===== config.mk =====
export PLATFORM = sky130hd
export DESIGN_NAME = pid_cntrl_pipe
export DESIGN_NICKNAME = d
export VERILOG_FILES = /design/src/rtl/pid_pkg.sv /design/src/rtl/pid_sat.sv /design/src/rtl/pid_cntrl_pipe.sv
export SDC_FILE = /design/constraint.sdc
export NUM_CORES = 1
export LEC_CHECK = 0
export CORE_AREA = 2 2 124 126
export DETAILED_ROUTE_END_ITERATION = 6
export DIE_AREA = 0 0 126 128
export MAX_ROUTING_LAYER = met4
export PLACE_DENSITY = 0.74
export SETUP_SLACK_MARGIN = 0.3
export SLEW_MARGIN = 20
export SYNTH_ARGS = -nofsm -noshare
export SYNTH_HDL_FRONTEND = slang
export SYNTH_HIERARCHICAL = 1
export SYNTH_SLANG_ARGS = --single-unit

===== constraint.sdc =====
create_clock -name clk -period 4.8 [get_ports clk]
set_clock_uncertainty 0.05 [all_clocks]
set_input_delay 0.48 -clock clk [delete_from_list [all_inputs] [get_ports clk]]
set_output_delay 0.48 -clock clk [all_outputs]
set_load 0.03 [all_outputs]

===== src/rtl/pid_pkg.sv =====
// Shared definitions for the pipelined balance PID controller.
//  - I_SHIFT and soft-start increment choices for fast-simulation and
//    silicon builds
//  - sat_signed(): clamp a signed value into a given two's-complement width
//  - tmr_t: the 27-bit soft-start timer type
package pid_pkg;

  localparam int I_SHIFT_FAST = 1;
  localparam int I_SHIFT_SLOW = 6;
  localparam int SS_INC_FAST  = 256;
  localparam int SS_INC_SLOW  = 1;

  localparam int TMR_W = 27;
  typedef logic [TMR_W-1:0] tmr_t;

  // Clamp value to [-2^(width-1), 2^(width-1)-1]. The result is still 64 bits
  // wide; the caller truncates it to width bits, which is then lossless.
  function automatic logic signed [63:0] sat_signed(input logic signed [63:0] value,
                                                    input int width);
    logic signed [63:0] hi;
    logic signed [63:0] lo;
    hi = (64'sd1 <<< (width - 1)) - 64'sd1;
    lo = -hi - 64'sd1;
    if (value > hi)      return hi;
    else if (value < lo) return lo;
    else                 return value;
  endfunction

endpackage


===== src/rtl/pid_sat.sv =====
// Combinational signed saturator.
//  din   in   IN_W   signed value to clamp
//  dout  out  OUT_W  din clamped to the OUT_W signed range
module pid_sat
  import pid_pkg::*;
#(
  parameter int IN_W  = 16,
  parameter int OUT_W = 10
) (
  input  logic signed [IN_W-1:0]  din,
  output logic signed [OUT_W-1:0] dout
);

  logic signed [63:0] wide;

  assign wide = 64'(din);
  assign dout = OUT_W'(sat_signed(wide, OUT_W));

endmodule


===== src/rtl/pid_cntrl_pipe.sv =====
// Three-stage pipelined pitch PID controller for the balance loop.
//  clk        in   1      clock
//  rst_n      in   1      asynchronous active-low reset
//  vld        in   1      new ptch/ptch_rt sample this cycle
//  ptch       in   IN_W   signed pitch
//  ptch_rt    in   IN_W   signed pitch rate
//  pwr_up     in   1      0 clears the soft-start timer
//  rider_off  in   1      clears the integrator and drops in-flight samples
//  int_hold   in   1      freezes the integrator; P/D paths keep updating
//  PID_cntrl  out  OUT_W  saturated control word, held between strobes
//  PID_vld    out  1      pulse: PID_cntrl updated this cycle (3 cycles after vld)
//  int_clip   out  1      pulse: the last integrator update saturated
//  ss_tmr     out  8      soft-start ramp, timer bits [26:19]
module pid_cntrl_pipe
  import pid_pkg::*;
#(
  parameter int FAST_SIM = 1,
  parameter int IN_W     = 16,
  parameter int ERR_W    = 10,
  parameter int INT_W    = 18,
  parameter int OUT_W    = 12,
  parameter int P_COEFF  = 12,
  parameter int D_SHIFT  = 6
) (
  input  logic                    clk,
  input  logic                    rst_n,
  input  logic                    vld,
  input  logic signed [IN_W-1:0]  ptch,
  input  logic signed [IN_W-1:0]  ptch_rt,
  input  logic                    pwr_up,
  input  logic                    rider_off,
  input  logic                    int_hold,
  output logic signed [OUT_W-1:0] PID_cntrl,
  output logic                    PID_vld,
  output logic                    int_clip,
  output logic [7:0]              ss_tmr
);

  localparam int I_SHIFT = (FAST_SIM != 0) ? I_SHIFT_FAST : I_SHIFT_SLOW;
  localparam int SS_INC  = (FAST_SIM != 0) ? SS_INC_FAST : SS_INC_SLOW;
  localparam int P_W     = ERR_W + 6;
  // One extra bit so negating the most negative shifted rate is exact.
  localparam int D_W     = IN_W + 1;
  localparam int SUM_W   = INT_W + 2;

  localparam logic signed [P_W-1:0] P_K = P_W'(P_COEFF);

  logic signed [ERR_W-1:0] err;
  logic signed [INT_W:0]   integ_sum;
  logic signed [INT_W-1:0] integ_sat;
  logic                    integ_ovf;

  logic signed [ERR_W-1:0] err_s1;
  logic signed [IN_W-1:0]  rt_s1;
  logic                    v1;
  logic signed [INT_W-1:0] integ;

  logic signed [P_W-1:0]   p_term;
  logic signed [INT_W-1:0] i_term;
  logic signed [D_W-1:0]   d_term;
  logic signed [P_W-1:0]   p_s2;
  logic signed [INT_W-1:0] i_s2;
  logic signed [D_W-1:0]   d_s2;
  logic                    v2;

  logic signed [SUM_W-1:0] sum;
  logic signed [OUT_W-1:0] sum_sat;

  tmr_t tmr;

  pid_sat #(.IN_W(IN_W), .OUT_W(ERR_W)) u_err_sat (
    .din  (ptch),
    .dout (err)
  );

  // One extra bit holds any integ+err sum; the top two bits disagreeing
  // means the result does not fit back into INT_W.
  assign integ_sum = (INT_W+1)'(integ) + (INT_W+1)'(err);
  assign integ_ovf = integ_sum[INT_W] ^ integ_sum[INT_W-1];

  pid_sat #(.IN_W(INT_W+1), .OUT_W(INT_W)) u_int_sat (
    .din  (integ_sum),
    .dout (integ_sat)
  );

  // ---- stage 1: capture error/rate, update integrator ----
  always_ff @(posedge clk or negedge rst_n) begin
    if (!rst_n) begin
      err_s1   <= '0;
      rt_s1    <= '0;
      v1       <= 1'b0;
      integ    <= '0;
      int_clip <= 1'b0;
    end else begin
      v1       <= vld & ~rider_off;
      int_clip <= vld & ~rider_off & ~int_hold & integ_ovf;
      if (vld) begin
        err_s1 <= err;
        rt_s1  <= ptch_rt;
      end
      if (rider_off)
        integ <= '0;
      else if (vld && !int_hold)
        integ <= integ_sat;
    end
  end

  assign p_term = P_W'(err_s1) * P_K;
  // integ already holds this sample's update (or the held value).
  assign i_term = integ >>> I_SHIFT;
  assign d_term = -(D_W'(rt_s1) >>> D_SHIFT);

  // ---- stage 2: P, I and D terms ----
  always_ff @(posedge clk or negedge rst_n) begin
    if (!rst_n) begin
      p_s2 <= '0;
      i_s2 <= '0;
      d_s2 <= '0;
      v2   <= 1'b0;
    end else begin
      v2 <= v1 & ~rider_off;
      if (v1) begin
        p_s2 <= p_term;
        i_s2 <= i_term;
        d_s2 <= d_term;
      end
    end
  end

  // Full-width sum; the only saturation is on the final word.
  assign sum = SUM_W'(p_s2) + SUM_W'(i_s2) + SUM_W'(d_s2);

  pid_sat #(.IN_W(SUM_W), .OUT_W(OUT_W)) u_out_sat (
    .din  (sum),
    .dout (sum_sat)
  );

  // ---- stage 3: saturated output and strobe ----
  always_ff @(posedge clk or negedge rst_n) begin
    if (!rst_n) begin
      PID_cntrl <= '0;
      PID_vld   <= 1'b0;
    end else begin
      PID_vld <= v2 & ~rider_off;
      if (rider_off)
        PID_cntrl <= '0;
      else if (v2)
        PID_cntrl <= sum_sat;
    end
  end

  // Soft-start ramp: climbs until bits [26:8] are all ones, then parks.
  always_ff @(posedge clk or negedge rst_n) begin
    if (!rst_n)
      tmr <= '0;
    else if (!pwr_up)
      tmr <= '0;
    else if (~&tmr[TMR_W-1:8])
      tmr <= tmr + TMR_W'(SS_INC);
  end

  assign ss_tmr = tmr[TMR_W-1 -: 8];

endmodule


==> results of run 1 <==
## metal layers
metal  wire length (um)  GRT usage, %  share of wire [%]
met5                  0             -                  0
met4                230          6.85                1.4
met3                625          3.71                3.9
met2               7870          35.0                 49
met1               7490          27.0                 46
## worst max-delay path by stage
| stage | start | slack [ns] | depth (start not counted) | end |
|---|---|---|---|---|
| floorplan | ptch[14] | 0.87 | 14 | integ[10]$_DFFE_PN0P_ |
| global placement | ptch[9] | 0.22 | 13 | integ[0]$_DFFE_PN0P_ |
| detailed placement | ptch[9] | 0.01 | 13 | integ[3]$_DFFE_PN0P_ |
| CTS | ptch[9] | 0.45 | 13 | integ[3]$_DFFE_PN0P_ |
| global route | ptch[14] | 0.38 | 14 | integ[2]$_DFFE_PN0P_ |
| finish | p_s2[2]$_DFFE_PN0P_ | 0.60 | 16 | PID_cntrl[4]$_DFFE_PN0P_ |
## logic make-up after synthesis
logic type               after synthesis
buffers and inverters                 77
multiplexers                          67
AND/OR/NAND/NOR                      193
XOR/XNOR                              51
flip-flops                           120
AO/OA/AOI/OAI                        159
adder cells (fa/ha/maj)               91
## final cells by class
class	count	share of cell area (%)
well taps	188	2.57
flip-flops and latches	120	32.8
inverters	34	1.40
repair buffers	63	6.59
multi-input cells	561	50.1
clock inverters	12	1.66
clock buffers	19	4.84
## cell usage after synthesis (all sizes together), types with 20 or more instances
| cell | number | area, um^2 |
|---|---|---|
| nand3 | 20 | 100 |
| nor2 | 47 | 176 |
| o21ai | 29 | 145 |
| a21oi | 28 | 140 |
| a2bb2oi | 20 | 188 |
| mux2 | 50 | 563 |
| nand2 | 34 | 128 |
| a21o | 22 | 165 |
| clkbuf | 24 | 90.1 |
| inv | 33 | 124 |
| xor2 | 20 | 175 |
| xnor2 | 31 | 272 |
| ha | 56 | 701 |
| dfrtp | 120 | 3000 |
## registers in the layout (all words and copies together), names as in the netlist
name,flops
PID_cntrl,12
PID_vld,1
d_s2,17
err_s1,10
i_s2,17
int_clip,1
integ,18
p_s2,13
rt_s1,10
tmr,19
v1,1
v2,1
## through the flow
stage	total power (W)	setup slack (ns)	instance area, um^2
6_report	0.00450	0.600	9150
5_1_grt	0.00480	0.376	9150
4_1_cts	0.00451	0.451	9150
3_3_place_gp	0.00313	0.223	8550
2_1_floorplan	0.00284	0.874	7960
3_5_place_dp	0.00321	0.0137	8550
## power breakdown
| group | switching [W] | internal (W) |
|---|---|---|
| Clock | 0.000454 | 0.000825 |
| Combinational | 0.00102 | 0.000916 |
| Sequential | 0.000130 | 0.00115 |
| Total | 0.00161 | 0.00289 |
## timing repair
| item | CTS | global route |
|---|---|---|
| gates resized for setup | 0 | 2 |
| setup endpoints to repair | 0 | 17 |
| endpoints found under the hold margin | 0 | 0 |
==> results.json, run 1 <==
{
  "yosys.area_share.adder_pct": 15.6,
  "rows": 45,
  "synthCells": 758,
  "syn_area_per_cell_um2": 10.5,
  "areaGrowthSynthToFinish_pct": 14.8,
  "ys_types": 62,
  "grt_max_degree": 74,
  "max_stage_delay_ns": 0.60,
  "crit_buf_inv": 2,
  "hp-class": "input pin to async pin",
  "crit_family": "compound AO/OA/AOI/OAI gates",
  "chipWidth_um": 126,
  "syn-cell-area_mm2": 0.00796,
  "startpoint_type": "register",
  "r2r_setup_slack_ns": 0.60,
  "worst_slew_pin_slew_ns": 0.918,
  "routed_wl_mm": 16.2,
  "crit_chain": "inv_1, fa_1, inv_1, ha_1, a21o_1, a21o_1, a21o_1, o41a_1, o2bb2ai_1, a31o_2, xor2_1, nor4_1, nand2_1, a2bb2oi_1, mux2i_1, nor2_1",
  "cts_sinks": 120,
  "final_core_util_pct": 61.5,
  "cts_tree": "built",
  "hold_viol_final": 0,
  "setup_viol": 0,
  "power.density_mw_per_mm2": 492,
  "core_region_area_mm2": 0.0149,
  "mostFrequentLayoutCell": "dfrtp_1",
  "path_clk_slew_ns": 0.06,
  "start_util_pct": 53.6,
  "synth-simple-area-share_pct": 12.6,
  "rsz0062_at_grt": "false",
  "r2r_end": "PID_cntrl[4]$_DFFE_PN0P_",
  "place_hpwl_mm": 12.2,
  "max_freq_mhz": 238,
  "vias": 5797,
  "final_cell_mix": "120 x dfrtp_1, 56 x ha_1, 52 x clkdlybuf4s50_1, 50 x mux2_2, 47 x nor2_1",
  "synth_nets": 870,
  "drc": 0,
  "dr.pass1.iters": 6,
  "dp.cells": 966,
  "ys_warn_count": 6,
  "register_area_mm2": 0.00300,
  "layout.cells.non_filler": 997,
  "synth_flop_cell": "dfrtp_1",
  "post_drt_wl_per_cell_um": 16.3,
  "status": "finished clean",
  "min_period_ns": 4.20,
  "grt_pass1_wl_mm": 27.1,
  "maxCapViolCount": 0,
  "crit_top_cell": "a21o_1",
  "grt_usage_pct": 21.3,
  "antenna_found_initial": 0,
  "grt_pass1_vias": 5802,
  "root_buffer": "clkbuf_16",
  "synth_edf_count": 0,
  "cellLeakagePower_nw": 4.13,
  "die_h_um": 128,
  "tns_ns": 0,
  "async_flop_share_pct": 100,
  "ctsHoldBuffers": 0,
  "relSlewSlack_pct": 38.8,
  "critPathRequiredTime_ns": 5.02,
  "crit_slowest_cell": "fa_1",
  "synth_seq_cells": 120,
  "synth_top_family_by_area": "adder cells",
  "layout_worst_path_cycle_share_pct": 87.5,
  "multi_input_area_mm2": 0.00458,
  "fill_cells": 1198,
  "post_cts_buffers": 0,
  "crit_type": "register to register",
  "routabilityCongestion": 0.890,
  "synth_xor_xnor_area_share_pct": 5.61,
  "grt_overflow": 0,
  "ant_nets": 0,
  "vdd_drop_max_uv": 294,
  "worstSetupEndpointType": "register",
  "ys_seq_area_share_pct": 37.7,
  "muxShareOfSynthArea_pct": 9.21,
  "reg2reg_depth": 16,
  "r2r-start": "p_s2[2]$_DFFE_PN0P_",
  "htree_levels": 4,
  "ios": 60,
  "die-area_mm2": 0.0161,
  "clk_latency_ns": 0.42,
  "fin_nets": 909,
  "dr.first_iter.drc_count": 372,
  "crit_fanout": 11,
  "cts_inserted_buffers": 17,
  "cp.arrival_ns": 4.42,
  "port_buffers": 53,
  "slew_violations": 0,
  "holdWs_ns": 0.152,
  "clockBufferDepth": 2,
  "viasPerCell": 5.81,
  "n_antenna_cell": 0,
  "synth_compound_area_share_pct": 14.5,
  "layout-drive-gt1-share_pct": 14.2
}
(Power assumes the default switching activity.)
==> inputs of run 2 (changes only) <==
GPL_TIMING_DRIVEN = 0   (was default)
==> run 2 against run 1 <==
Against the previous run:
- the flow now finishes with violations (negative hold slack)
- die area stayed put
- combinational power is 3% higher
- largest cell class unchanged
- count of clock-buffer cells in the layout is 3 higher
- via count is 1.6% higher
- core utilization up 0.62 points
- register-to-register slack got worse by 0.09 ns
- worst setup slack lost 0.095 ns
==> results.json, run 2 (synthesis gave the netlist of run 1 again) <==
{
  "startpoint_type": "input pin",
  "layout.cells.non_filler": 1025,
  "min_period_ns": 4.30,
  "largest_register_ffs": 19,
  "seqPwrFrac_pct": 29.2,
  "hp-class": "input pin to async pin",
  "final_cell_mix": "120 x dfrtp_1, 56 x ha_1, 50 x mux2_2, 47 x nor2_1, 47 x clkdlybuf4s50_1",
  "dp.cells": 995,
  "core_region_area_mm2": 0.0149,
  "tns_ns": 0,
  "post_drt_wl_per_cell_um": 16.2,
  "antenna_found_initial": 0,
  "root_buffer": "clkbuf_16",
  "max_freq_mhz": 233,
  "setup_viol": 0,
  "clockPowerShare_pct": 25.4,
  "htree_levels": 4,
  "dr.first_iter.drc_count": 296,
  "crit_type": "input pin to register",
  "slew_violations": 0,
  "maxCapViolCount": 0,
  "vias": 5890,
  "ios": 60,
  "cts_inserted_buffers": 17,
  "power.density_mw_per_mm2": 475,
  "chipWidth_um": 126,
  "worst_slew_pin_slew_ns": 0.768,
  "fin_nets": 938,
  "reg_top3": "tmr x19, integ x18",
  "clockBufferDepth": 2,
  "relSlewSlack_pct": 48.3,
  "grt_overflow": 0,
  "grt_max_degree": 72,
  "internal-power_w": 0.00277,
  "cts_sinks": 120,
  "fin_area_mm2": 0.00924,
  "pwr-share-comb_pct": 45.4,
  "layout_worst_path_cycle_share_pct": 89.5,
  "n_antenna_cell": 0,
  "net-switching-power_w": 0.00161,
  "mostFrequentLayoutCell": "dfrtp_1",
  "rsz0062_at_grt": "false",
  "cp.arrival_ns": 4.55,
  "status": "complete, but fails checks",
  "cellLeakagePower_nw": 4.17,
  "die-area_mm2": 0.0161,
  "layout-drive-gt1-share_pct": 14.5,
  "grt_pass1_wl_mm": 28.3,
  "post_cts_buffers": 0,
  "routed_wl_mm": 16.6,
  "place_hpwl_mm": 13.1,
  "ant_nets": 0,
  "hold_viol_final": 3,
  "vdd_drop_max_uv": 330,
  "routabilityCongestion": 0.884,
  "critPathRequiredTime_ns": 5.05,
  "holdWs_ns": -0.00630,
  "grt_usage_pct": 22.5,
  "grt_pass1_vias": 5951,
  "start_util_pct": 53.6,
  "crit_fanout": 10,
  "cts_tree": "built",
  "die_h_um": 128,
  "dpl_cell_area_mm2": 0.00871,
  "port_buffers": 48,
  "dr.pass1.iters": 4,
  "areaGrowthSynthToFinish_pct": 16.0,
  "drc": 0,
  "violations": "negative hold slack",
  "clk_latency_ns": 0.42,
  "rows": 45,
  "viasPerCell": 5.75,
  "worstSetupEndpointType": "register",
  "path_clk_slew_ns": 0.05,
  "switching_share_pct": 36.7,
  "largest_register": "tmr"
}
-- run 2: changes by cell type in the layout (fill, tap and decap cells not counted), moves of 2 or more --
cell | before | now
buf_2 | 0 | 2
clkbuf_1 | 1 | 27
buf_6 | 0 | 5
bufinv_16 | 3 | 0
clkdlybuf4s50_1 | 52 | 47
-- run 2: stage by stage --
stage                     util [%]  power [W]  setup slack [ns]
after detailed placement      58.6    0.00326           -0.0733
after floorplan                  -    0.00284             0.874
final                         62.2    0.00438             0.505
after global routing          62.2    0.00470             0.319
after CTS                     62.1    0.00440             0.360
after global placement        58.4    0.00318             -1.22
-- run 2: area by class of cell --
cell class              count  area (um^2)
fillers                  1199         5630
multi-input cells         561         4600
flip-flops and latches    120         3000
repair buffers             49          509
clock buffers              22          464
plain buffers              43          251
well taps                 188          235
inverters                  34          128
clock inverters             8         51.3
-- run 2: final timing paths --
check	slack, ns	to	startpoint	depth (start not counted)
worst max-delay path	0.50	integ[12]$_DFFE_PN0P_	ptch[14]	15
worst min-delay path	-0.006	PID_cntrl[11]$_DFFE_PN0P_	rst_n	1
worst max register to register	0.51	PID_cntrl[1]$_DFFE_PN0P_	p_s2[2]$_DFFE_PN0P_	17
worst min register to register	0.46	integ[0]$_DFFE_PN0P_	integ[0]$_DFFE_PN0P_	1
max in group asynchronous	3.99	err_s1[3]$_DFFE_PN0P_	rst_n	2
min in group clk	0.39	PID_cntrl[1]$_DFFE_PN0P_	rider_off	2
-- run 2: worst max-delay path: stages --
cell and delay, ns:
clkdlybuf4s50_1 0.43, nor4_1 0.30, nand2_1 0.24, a2bb2oi_1 0.22
ha_1 0.29, fa_1 0.41, a21o_1 0.19, a21oi_2 0.24
a2111oi_2 0.14, o2111a_1 0.29, o41ai_4 0.46, inv_2 0.17
buf_6 0.18, maj3_2 0.29, a22o_1 0.21
-- run 2: timing repair --
action                     in CTS  in global routing
resized for setup               0                  2
hold buffers                    0                  0
setup endpoints to repair       0                 17
-- run 2: power by group through the flow --
stage                     clock [W]  sequential, W  combinational, W
after detailed placement          0        0.00130           0.00197
after global routing        0.00118        0.00130           0.00222
after CTS                   0.00113        0.00128           0.00199
after floorplan                   0        0.00129           0.00155
final                       0.00111        0.00128           0.00199
after global placement            0        0.00129           0.00189
-- run 2: metal layers --
| layer | global-route usage, % | share of wire [%] | up-vias |
|---|---|---|---|
| li1 | - | - | 2888 |
| met1 | 27.7 | 45 | 2856 |
| met2 | 36.5 | 49 | 121 |
| met3 | 5.26 | 4.1 | 25 |
| met4 | 8.34 | 2.0 | 0 |
| met5 | - | 0 | - |
